**config.mk**
```make
export PLATFORM = sky130hd
export DESIGN_NAME = pipeline_control_flat
export DESIGN_NICKNAME = d
export VERILOG_FILES = /design/src/rtl/pipeline_control_pkg.sv /design/src/rtl/pipeline_control_if.sv /design/src/rtl/pipeline_control_operand_use.sv /design/src/rtl/pipeline_control.sv /design/src/flat_wrapper.sv
export SDC_FILE = /design/constraint.sdc
export NUM_CORES = 1
export LEC_CHECK = 0
export BUFFER_PORTS_ARGS = -buffer_cell sky130_fd_sc_hd__buf_4
export CELL_PAD_IN_SITES_DETAIL_PLACEMENT = 0
export CELL_PAD_IN_SITES_GLOBAL_PLACEMENT = 1
export CORE_MARGIN = 5
export CORE_UTILIZATION = 39
export CTS_CLUSTER_SIZE = 30
export DETAILED_ROUTE_END_ITERATION = 10
export PLACE_DENSITY = 0.85
export SETUP_SLACK_MARGIN = 0.02
export SYNTH_ARGS = -nofsm -noshare
export SYNTH_HDL_FRONTEND = slang
export SYNTH_SLANG_ARGS = --single-unit
```
**constraint.sdc**
```tcl
create_clock -name clk -period 3.7 [get_ports clk]
set_clock_uncertainty 0.05 [all_clocks]
set_input_delay 0.74 -clock clk [delete_from_list [all_inputs] [get_ports clk]]
set_output_delay 0.74 -clock clk [all_outputs]
set_load 0.005 [all_outputs]
```
**src/rtl/pipeline_control_pkg.sv**
```systemverilog
// Shared opcodes, FSM/forward encodings and shadow-entry types for pipeline_control.
// Latency: n/a (declarations only).
// Backpressure: n/a.
package pipeline_control_pkg;

    localparam logic [6:0] OP_LUI    = 7'b0110111;
    localparam logic [6:0] OP_AUIPC  = 7'b0010111;
    localparam logic [6:0] OP_JAL    = 7'b1101111;
    localparam logic [6:0] OP_JALR   = 7'b1100111;
    localparam logic [6:0] OP_BRANCH = 7'b1100011;
    localparam logic [6:0] OP_LOAD   = 7'b0000011;
    localparam logic [6:0] OP_STORE  = 7'b0100011;
    localparam logic [6:0] OP_OP_IMM = 7'b0010011;
    localparam logic [6:0] OP_OP     = 7'b0110011;
    localparam logic [6:0] OP_SYSTEM = 7'b1110011;

    localparam logic [1:0] FWD_RF    = 2'b00;
    localparam logic [1:0] FWD_EXMEM = 2'b01;
    localparam logic [1:0] FWD_MEMWB = 2'b10;

    typedef enum logic [1:0] {
        PC_RUN   = 2'd0,
        PC_FLUSH = 2'd1,
        PC_DRAIN = 2'd2,
        PC_HALT  = 2'd3
    } pc_state_t;

    typedef struct packed {
        logic       valid;
        logic [4:0] rd;
        logic       is_load;
    } shadow_t;

    typedef struct packed {
        logic uses_rs1;
        logic uses_rs2;
        logic writes_rd;
        logic is_load;
    } op_use_t;

    // Non-writers are recorded with rd = 0, so the rs != 0 test also rejects them.
    function automatic logic [1:0] fwd_sel(
        input logic       used,
        input logic [4:0] rs,
        input logic       ex_vld,
        input logic [4:0] ex_rd,
        input logic       mem_vld,
        input logic [4:0] mem_rd
    );
        logic [1:0] sel;
        sel = FWD_RF;
        if (used && rs != 5'd0) begin
            if (ex_vld && ex_rd == rs)
                sel = FWD_EXMEM;
            else if (mem_vld && mem_rd == rs)
                sel = FWD_MEMWB;
        end
        return sel;
    endfunction

endpackage

```
**src/rtl/pipeline_control_if.sv**
```systemverilog
// ID-stage observation and pipeline-control bundle between datapath and pipeline_control.
// Latency: n/a (wires only).
// Backpressure: stalls are expressed through pc_en/ifid_en/idex_bubble.
interface pipeline_control_if;

    logic       id_valid;
    logic [6:0] id_opcode;
    logic [4:0] id_addr1;
    logic [4:0] id_addr2;
    logic [4:0] id_addr_dest;
    logic       ex_redirect;
    logic       resume;

    logic       pc_en;
    logic       ifid_en;
    logic       ifid_flush;
    logic       idex_bubble;
    logic [1:0] fwd_a;
    logic [1:0] fwd_b;
    logic       halted;

    modport master (
        output id_valid, id_opcode, id_addr1, id_addr2, id_addr_dest, ex_redirect, resume,
        input  pc_en, ifid_en, ifid_flush, idex_bubble, fwd_a, fwd_b, halted
    );

    modport slave (
        input  id_valid, id_opcode, id_addr1, id_addr2, id_addr_dest, ex_redirect, resume,
        output pc_en, ifid_en, ifid_flush, idex_bubble, fwd_a, fwd_b, halted
    );

endinterface

```
**src/rtl/pipeline_control_operand_use.sv**
```systemverilog
// Decodes an RV32I opcode into register-use flags {uses_rs1, uses_rs2, writes_rd, is_load}.
// Latency: combinational.
// Backpressure: none.
module pipeline_control_operand_use
    import pipeline_control_pkg::*;
(
    input  logic [6:0] opcode,
    output op_use_t    op_use
);

    always_comb begin
        op_use = '0;
        case (opcode)
            OP_JALR, OP_OP_IMM: begin
                op_use.uses_rs1  = 1'b1;
                op_use.writes_rd = 1'b1;
            end
            OP_LOAD: begin
                op_use.uses_rs1  = 1'b1;
                op_use.writes_rd = 1'b1;
                op_use.is_load   = 1'b1;
            end
            OP_STORE, OP_BRANCH: begin
                op_use.uses_rs1 = 1'b1;
                op_use.uses_rs2 = 1'b1;
            end
            OP_OP: begin
                op_use.uses_rs1  = 1'b1;
                op_use.uses_rs2  = 1'b1;
                op_use.writes_rd = 1'b1;
            end
            OP_LUI, OP_AUIPC, OP_JAL: begin
                op_use.writes_rd = 1'b1;
            end
            default: op_use = '0;
        endcase
    end

endmodule

```
**src/rtl/pipeline_control.sv**
```systemverilog
// Hazard/sequencing controller: stalls, bubbles, flushes, forwarding selects, SYSTEM drain-and-halt.
// Latency: enables/flush/bubble combinational; fwd_a/fwd_b/halted registered (1 cycle).
// Backpressure: load-use holds PC and IF/ID for one cycle; DRAIN/HALT hold them until resume.
module pipeline_control
    import pipeline_control_pkg::*;
(
    input  logic clk,
    input  logic rst,
    pipeline_control_if.slave bus
);

    pc_state_t  state, state_nxt;
    op_use_t    id_use;
    shadow_t    ex_q, ex_d;
    // Load status only matters while the producer sits in EX; WB only counts as occupancy.
    logic       mem_vld_q;
    logic [4:0] mem_rd_q;
    logic       wb_vld_q;

    logic       id_sys, load_use, drained, id_adv;
    logic       pc_en, ifid_en, ifid_flush, idex_bubble;
    logic [1:0] fwd_a_q, fwd_b_q;
    logic       halted_q;

    pipeline_control_operand_use u_operand_use (
        .opcode (bus.id_opcode),
        .op_use (id_use)
    );

    assign id_sys   = bus.id_valid && (bus.id_opcode == OP_SYSTEM);
    assign load_use = bus.id_valid && ex_q.valid && ex_q.is_load &&
                      ((id_use.uses_rs1 && bus.id_addr1 != 5'd0 && bus.id_addr1 == ex_q.rd) ||
                       (id_use.uses_rs2 && bus.id_addr2 != 5'd0 && bus.id_addr2 == ex_q.rd));
    assign drained  = !ex_q.valid && !mem_vld_q && !wb_vld_q;
    assign id_adv   = bus.id_valid && !idex_bubble;

    always_ff @(posedge clk) begin
        if (rst)
            state <= PC_RUN;
        else
            state <= state_nxt;
    end

    always_comb begin
        state_nxt = state;
        case (state)
            PC_RUN: begin
                if (bus.ex_redirect)
                    state_nxt = PC_FLUSH;
                else if (id_sys)
                    state_nxt = PC_DRAIN;
            end
            PC_FLUSH: state_nxt = PC_RUN;
            PC_DRAIN: begin
                if (bus.ex_redirect)
                    state_nxt = PC_FLUSH;
                else if (drained)
                    state_nxt = PC_HALT;
            end
            PC_HALT: begin
                if (bus.resume)
                    state_nxt = PC_RUN;
            end
            default: state_nxt = PC_RUN;
        endcase
    end

    always_comb begin
        pc_en       = 1'b1;
        ifid_en     = 1'b1;
        ifid_flush  = 1'b0;
        idex_bubble = 1'b0;
        if (rst) begin
            pc_en       = 1'b0;
            ifid_en     = 1'b0;
            ifid_flush  = 1'b1;
            idex_bubble = 1'b1;
        end else begin
            case (state)
                PC_RUN: begin
                    if (bus.ex_redirect) begin
                        ifid_flush  = 1'b1;
                        idex_bubble = 1'b1;
                    end else if (id_sys || load_use) begin
                        pc_en       = 1'b0;
                        ifid_en     = 1'b0;
                        idex_bubble = 1'b1;
                    end
                end
                PC_FLUSH: begin
                    ifid_flush  = 1'b1;
                    idex_bubble = 1'b1;
                end
                PC_DRAIN: begin
                    idex_bubble = 1'b1;
                    if (bus.ex_redirect) begin
                        ifid_flush = 1'b1;
                    end else begin
                        pc_en   = 1'b0;
                        ifid_en = 1'b0;
                    end
                end
                PC_HALT: begin
                    // PC stays put on resume so the fetch behind SYSTEM is the next instruction.
                    pc_en       = 1'b0;
                    idex_bubble = 1'b1;
                    ifid_en     = bus.resume;
                    ifid_flush  = bus.resume;
                end
                default: begin
                    pc_en       = 1'b0;
                    ifid_en     = 1'b0;
                    idex_bubble = 1'b1;
                end
            endcase
        end
    end

    always_comb begin
        ex_d = '0;
        if (id_adv) begin
            ex_d.valid   = 1'b1;
            ex_d.rd      = id_use.writes_rd ? bus.id_addr_dest : 5'd0;
            ex_d.is_load = id_use.is_load;
        end
    end

    always_ff @(posedge clk) begin
        if (rst) begin
            ex_q      <= '0;
            mem_vld_q <= 1'b0;
            mem_rd_q  <= 5'd0;
            wb_vld_q  <= 1'b0;
            fwd_a_q   <= FWD_RF;
            fwd_b_q   <= FWD_RF;
            halted_q  <= 1'b0;
        end else begin
            ex_q      <= ex_d;
            mem_vld_q <= ex_q.valid;
            mem_rd_q  <= ex_q.rd;
            wb_vld_q  <= mem_vld_q;
            fwd_a_q   <= id_adv ? fwd_sel(id_use.uses_rs1, bus.id_addr1, ex_q.valid, ex_q.rd,
                                          mem_vld_q, mem_rd_q) : FWD_RF;
            fwd_b_q   <= id_adv ? fwd_sel(id_use.uses_rs2, bus.id_addr2, ex_q.valid, ex_q.rd,
                                          mem_vld_q, mem_rd_q) : FWD_RF;
            halted_q  <= (state_nxt == PC_HALT);
        end
    end

    assign bus.pc_en       = pc_en;
    assign bus.ifid_en     = ifid_en;
    assign bus.ifid_flush  = ifid_flush;
    assign bus.idex_bubble = idex_bubble;
    assign bus.fwd_a       = fwd_a_q;
    assign bus.fwd_b       = fwd_b_q;
    assign bus.halted      = halted_q;

endmodule

```
**src/flat_wrapper.sv**
```systemverilog
// flat-port wrapper written by rule: the top's interface ports become plain ports
module pipeline_control_flat import pipeline_control_pkg::*;
  (clk, rst, bus_id_valid, bus_id_opcode, bus_id_addr1, bus_id_addr2, bus_id_addr_dest, bus_ex_redirect, bus_resume, bus_pc_en, bus_ifid_en, bus_ifid_flush, bus_idex_bubble, bus_fwd_a, bus_fwd_b, bus_halted);
  pipeline_control_if bus_i ();
  input  logic clk;
  input  logic rst;
  input wire logic [$bits(bus_i.id_valid)-1:0] bus_id_valid;
  input wire logic [$bits(bus_i.id_opcode)-1:0] bus_id_opcode;
  input wire logic [$bits(bus_i.id_addr1)-1:0] bus_id_addr1;
  input wire logic [$bits(bus_i.id_addr2)-1:0] bus_id_addr2;
  input wire logic [$bits(bus_i.id_addr_dest)-1:0] bus_id_addr_dest;
  input wire logic [$bits(bus_i.ex_redirect)-1:0] bus_ex_redirect;
  input wire logic [$bits(bus_i.resume)-1:0] bus_resume;
  output wire logic [$bits(bus_i.pc_en)-1:0] bus_pc_en;
  output wire logic [$bits(bus_i.ifid_en)-1:0] bus_ifid_en;
  output wire logic [$bits(bus_i.ifid_flush)-1:0] bus_ifid_flush;
  output wire logic [$bits(bus_i.idex_bubble)-1:0] bus_idex_bubble;
  output wire logic [$bits(bus_i.fwd_a)-1:0] bus_fwd_a;
  output wire logic [$bits(bus_i.fwd_b)-1:0] bus_fwd_b;
  output wire logic [$bits(bus_i.halted)-1:0] bus_halted;
  assign bus_i.id_valid = bus_id_valid;
  assign bus_i.id_opcode = bus_id_opcode;
  assign bus_i.id_addr1 = bus_id_addr1;
  assign bus_i.id_addr2 = bus_id_addr2;
  assign bus_i.id_addr_dest = bus_id_addr_dest;
  assign bus_i.ex_redirect = bus_ex_redirect;
  assign bus_i.resume = bus_resume;
  assign bus_pc_en = bus_i.pc_en;
  assign bus_ifid_en = bus_i.ifid_en;
  assign bus_ifid_flush = bus_i.ifid_flush;
  assign bus_idex_bubble = bus_i.idex_bubble;
  assign bus_fwd_a = bus_i.fwd_a;
  assign bus_fwd_b = bus_i.fwd_b;
  assign bus_halted = bus_i.halted;
  pipeline_control u_core (.clk(clk), .rst(rst), .bus(bus_i));
endmodule
```
* After elaboration in Yosys (flattened, before gate mapping) *
Index checks and enable logic that the tools add are counted.

word-level totals
  flip-flop bits (word level) = 21
  input bits = 27
  output and inout bits = 9
  word-level logic and storage cells = 100

cells by class
  eq/ne operators = 20
  multiplexer cells = 29
  bitwise gates (word level) = 4
  reduce and logical (&&, ||, !) cells = 35

operators with widths
  kind                                                 number
  equality test 5 bit                                  6
  equality test 7 bit, second input constant           4
  equality test 7 x 6 -> 1 bit, second input constant  3
  logical AND 1 bit                                    15
  two-way mux 1 bit                                    15
  OR reduction 3 bit                                   5
  equality test 7 x 5 -> 1 bit, second input constant  2
  two-way mux 2 bit                                    7
  nonzero test 5 bit                                   2
  one-hot mux 1 bit (3 select lines)                   3
  one-hot mux 2 bit (4 select lines)                   1
  OR reduction 4 bit                                   2
  equality test 7 x 2 -> 1 bit, second input constant  1
  two-way mux 7 bit                                    1
  OR reduction 7 bit                                   1
  equality test 2 bit, second input constant           3
  OR reduction 6 bit                                   1
  two-way mux 5 bit                                    1
  zero test 1 bit                                      4
  NOT 1 bit                                            4
  OR reduction 2 bit                                   2
  equality test 2 x 1 -> 1 bit, second input constant  1
  zero test 2 bit                                      1
  logical OR 1 bit                                     2
  one-hot mux 1 bit (2 select lines)                   1

* Longest topological paths before layout *
  word-level depth = 16
  mapped depth = 7
  depth with buffers taken out = 5

* Cells and area by module *
Synthesis repeated with hierarchy kept, for this count alone.

unflattened totals
  cells, all modules = 125
  area, all modules = 1144.8 um^2

by module, submodules not included
  module                        instances  cells each  area each (um^2)  seq. area each (um^2)
  pipeline_control              1          114         1047.3            420.4
  pipeline_control_operand_use  1          11          97.6              0.0

* Least setup slack after synthesis *
OpenSTA, ideal clock, no wires.

  path kind = input -> output
  start = input bus_id_addr2[0]
  end = output bus_pc_en
  data arrival time = 1.980 ns
  data required time = 2.910 ns
  path slack = 0.930 ns
  stages on the path = 5
  path buffers = 0
  cells stage by stage = or4_1 > o211a_1 > nand3_1 > a21oi_1 > a2111oi_2

between the ends
  longest elaborated chain between the ends = 10
  elaborated cells on any way between the ends = 11
  those cells by class = 1 x eq/ne; 4 x mux; 6 x reduce/logical

ends and longest elaborated chain
  what                                  RTL line                text
  from (decl)                           flat_wrapper.sv:10      input wire logic [$bits(bus_i.id_addr2)-1:0] bus_id_addr2;
  nonzero test 5 bit                    pipeline_control.sv:33  (id_use.uses_rs2 && bus.id_addr2 != 5'd0 && bus.id_addr2 == ex_q.rd));
  logical AND 1 bit                     pipeline_control.sv:33
  logical AND 1 bit *                   pipeline_control.sv:33
  logical OR 1 bit *                    pipeline_control.sv:32  ((id_use.uses_rs1 && bus.id_addr1 != 5'd0 && bus.id_addr1 == ex_q.rd) ||
  logical AND 1 bit *                   pipeline_control.sv:31  assign load_use = bus.id_valid && ex_q.valid && ex_q.is_load &&
  logical OR 1 bit *                    pipeline_control.sv:84  end else if (id_sys || load_use) begin
  two-way mux 1 bit *                   pipeline_control.sv:84
  two-way mux 1 bit *                   pipeline_control.sv:81  if (bus.ex_redirect) begin
  one-hot mux 1 bit (3 select lines) *  pipeline_control.sv:79  case (state)
  two-way mux 1 bit *                   pipeline_control.sv:73  if (rst) begin
  to (decl)                             flat_wrapper.sv:14      output wire logic [$bits(bus_i.pc_en)-1:0] bus_pc_en;

Every way passes the cells marked *; elsewhere a longest branch is shown, timed or not.

* Worst setup path in the final report *
  start = input bus_id_addr1[1]
  end = output bus_pc_en

between the ends
  longest elaborated chain between the ends = 10
  elaborated cells on any way between the ends = 11
  those cells by class = 1 x eq/ne; 4 x mux; 6 x reduce/logical

ends and longest elaborated chain
  what                                  RTL line                text
  from (decl)                           flat_wrapper.sv:9       input wire logic [$bits(bus_i.id_addr1)-1:0] bus_id_addr1;
  nonzero test 5 bit                    pipeline_control.sv:32
  logical AND 1 bit                     pipeline_control.sv:32
  logical AND 1 bit *                   pipeline_control.sv:32
  logical OR 1 bit *                    pipeline_control.sv:32
  logical AND 1 bit *                   pipeline_control.sv:31
  logical OR 1 bit *                    pipeline_control.sv:84
  two-way mux 1 bit *                   pipeline_control.sv:84
  two-way mux 1 bit *                   pipeline_control.sv:81
  one-hot mux 1 bit (3 select lines) *  pipeline_control.sv:79
  two-way mux 1 bit *                   pipeline_control.sv:73

Marked as above.

==> impl_metrics.py <==
metrics = {
    "timing": {
        "drv_slew": 0,
        "max_freq_mhz": 320,
        "period_share": 0.846,
        "rsz0062_at_grt": "false",
        "hold_violations": 0,
        "slew-limit-headroom": 0.739,
        "finalSetupViolations": 0,
        "whs_ns": 0.411,
        "final.setup.tns_ns": 0,
        "tightest_slew_ns": 0.382,
        "finalCriticalPeriod_ns": 3.13,
    },
    "synthesis": {
        "synth.avg_cell_area_um2": 9.21,
        "synth_nets": 149,
        "synth_seq_cells": 21,
        "synth.cell_area_mm2": 0.00112,
        "synth.distinct_cells": 37,
        "ys_warn_count": 0,
        "syn_inst": 122,
        "yosys.area_share.simple": 0.345,
        "ys_seq_area_frac": 0.374,
        "synthAdderAreaFrac": 0,
        "synth_top_family_by_area": "simple AND/OR/NAND/NOR gates",
        "synth_compound_area_frac": 0.104,
        "muxShareOfSynthArea": 0,
        "synth-xor-area-share": 0.156,
    },
    "power": {
        "leakagePower_nw": 0.641,
        "pwr-share-seq": 0.575,
        "p_per_area_mw_per_mm2": 279,
        "clkPwrFrac": 0.267,
        "vdd_drop_max_mv": 0.246,
        "switching_share": 0.242,
        "switchingPower_uw": 97.0,
        "p_comb_frac": 0.157,
        "power.internal_uw": 303,
    },
    "detailed_routing": {
        "drt_first_pass_iters": 4,
        "drt_iter0_markers": 39,
        "drc": 0,
        "ant_nets": 0,
        "vias_per_cell": 5.40,
        "wl_per_cell_um": 14.1,
        "drt-total-wl_um": 2670,
        "vias": 1021,
    },
    "layout": {
        "fillCellCount": 267,
        "multiInputGateArea_um2": 679,
        "drive_gt1_frac": 0.291,
        "diodes": 0,
        "final_nets": 186,
        "utilization": 0.520,
        "regArea_um2": 420,
        "areaGrowthSynthToFinish_pct": 27.5,
    },
    "placed_design": {
        "port_buffers": 35,
        "gp_congestion": 0.820,
        "place_hpwl_um": 2270,
    },
    "cts": {
        "post-cts-setup-buffers": 0,
        "cts.htree.levels": 1,
        "tritoncts": "yes",
        "cts_buffer_depth": 2,
        "clk_latency_ns": 0.30,
        "clk_pin_slew_ns": 0.12,
        "ctsHoldBuffers": 0,
        "numCtsBuffers": 3,
        "clock-sinks": 21,
        "cts_resized": 0,
        "root_buffer": "clkbuf_4",
    },
    "outcome": {
        "status": "completed",
    },
    "global_routing": {
        "antenna_found_initial": 0,
        "grt_max_degree": 13,
        "grt_pass1_vias": 1024,
        "grtUsageTotal": 0.138,
        "grt_overflow": 0,
        "grt_first_pass_wirelength_um": 4490,
    },
    "min_path": {
        "min_path_type": "register to register",
    },
    "floorplanning": {
        "dieWidth_um": 63.7,
        "ioPinCount": 36,
        "design.die.area_mm2": 0.00405,
        "initial_utilization": 0.407,
        "rows": 19,
        "die_h_um": 63.7,
        "design.core.area_mm2": 0.00276,
    },
    "worst_setup_path": {
        "crit_type": "primary input to output pin",
        "startpoint_type": "primary input",
        "endpoint_kind": "output pin",
        "crit_arrival_ns": 2.34,
        "required_ns": 2.91,
        "cp_max_fo": 3,
    },
    "flow_run": {
        "maxCapViolCount": 0,
    },
}
==> worst paths after layout <==
kind / cells past startpoint / endpoint / startpoint / slack [ns]
max reg2reg: 5 / u_core.bus.fwd_b[1] / u_core.ex_q[4] / 1.98
min: 1 / u_core.bus.fwd_a[0] / u_core.ex_q[0] / 0.41
max: 7 / bus_pc_en / bus_id_addr1[1] / 0.57
min reg2reg: 1 / u_core.bus.fwd_a[0] / u_core.ex_q[0] / 0.41
==> critical path, cell delays in order <==
cell and delay (ns):
buf_4 0.12, or4_1 0.52, nor2_1 0.17, nand4bb_1 0.20, a21oi_1 0.12, a2111oi_2 0.30, buf_4 0.17
==> stage by stage <==
stage          instances  worst slack, ns  cell area (µm²)  total power, mW
2_1_floorplan        122            0.930             1120            0.262
3_3_place_gp         185            0.605             1410            0.297
3_5_place_dp         185            0.580             1410            0.299
4_1_cts              189            0.583             1430            0.403
5_1_grt              189            0.439             1430            0.421
6_report             189            0.572             1430            0.400
==> state kept, by name, indices dropped and copies added (netlist names) <==
signal / count
u_core.ex_q: 7
u_core.bus.halted: 1
u_core.bus.fwd_a: 2
u_core.mem_rd_q: 5
u_core.mem_vld_q: 1
u_core.bus.fwd_b: 2
u_core.state: 2
u_core.wb_vld_q: 1
==> placed cells by master (no fill, tap or decap), drive strengths merged, types with 3 or more instances in the layout <==
cell type	count
buf	35
dfxtp	21
xor2	16
nor3	9
nor2b	9
nor2	8
and3	7
nand2	4
a21oi	4
xnor2	4
nand3	3
and4b	3
clkbuf	3
==> kinds of logic (layout without fill, tap and decap cells) <==
logic type	count (synthesis)	count (layout)
flip-flops	21	21
XOR/XNOR	20	20
AO/OA/AOI/OAI	16	16
AND/OR/NAND/NOR	61	61
buffers and inverters	4	40
==> routing by layer <==
metal  routed length (µm)  up-vias  track usage
li1                     -      514            -
met1                 1150      482        0.166
met2                 1340       21        0.234
met3                  148        4       0.0426
met4                   33        0       0.0390
met5                    0        -            0
==> synth_stat cells (all sizes together) <==
cell type,number,area [µm²]
a21oi,4,20.0
a31oi,1,6.26
nand3,3,15.0
and4b,3,30.0
nor3,9,45.0
xor2,16,140
buf,2,16.3
nor2,8,30.0
nand4,2,18.8
or2,1,6.26
nor2b,9,56.3
nor3b,2,15.0
and3,7,45.1
nand4b,2,17.5
and4bb,2,25.0
and4,1,8.76
nor4,2,12.5
o21ai,2,10.0
a211o,1,8.76
a211oi,2,15.0
o21a,1,7.51
and2,1,8.76
nand2b,2,12.5
a2111oi,2,23.8
o211a,1,10.0
clkbuf,1,3.75
or4,2,15.0
xnor2,4,35.0
nand2,4,15.0
dfxtp,21,420
nand4bb,1,11.3
a21boi,2,15.0
inv,1,3.75
==> layout make-up <==
| type | instances | share of cell area |
|---|---|---|
| clock buffers | 3 | 0.0157 |
| clock inverters | 1 | 0.00349 |
| inverters | 1 | 0.00262 |
| multi-input cells | 97 | 0.474 |
| flip-flops and latches | 21 | 0.293 |
| well taps | 31 | 0.0271 |
| repair buffers | 35 | 0.183 |
==> power by group through the flow <==
stage	clock [mW]	sequential [mW]	combinational, mW
floorplan	0	0.235	0.0276
CTS	0.109	0.230	0.0634
detailed placement	0	0.235	0.0632
global placement	0	0.235	0.0613
global route	0.120	0.231	0.0699
finish	0.107	0.230	0.0630
No activity file was read; power rests on OpenSTA's default activity.
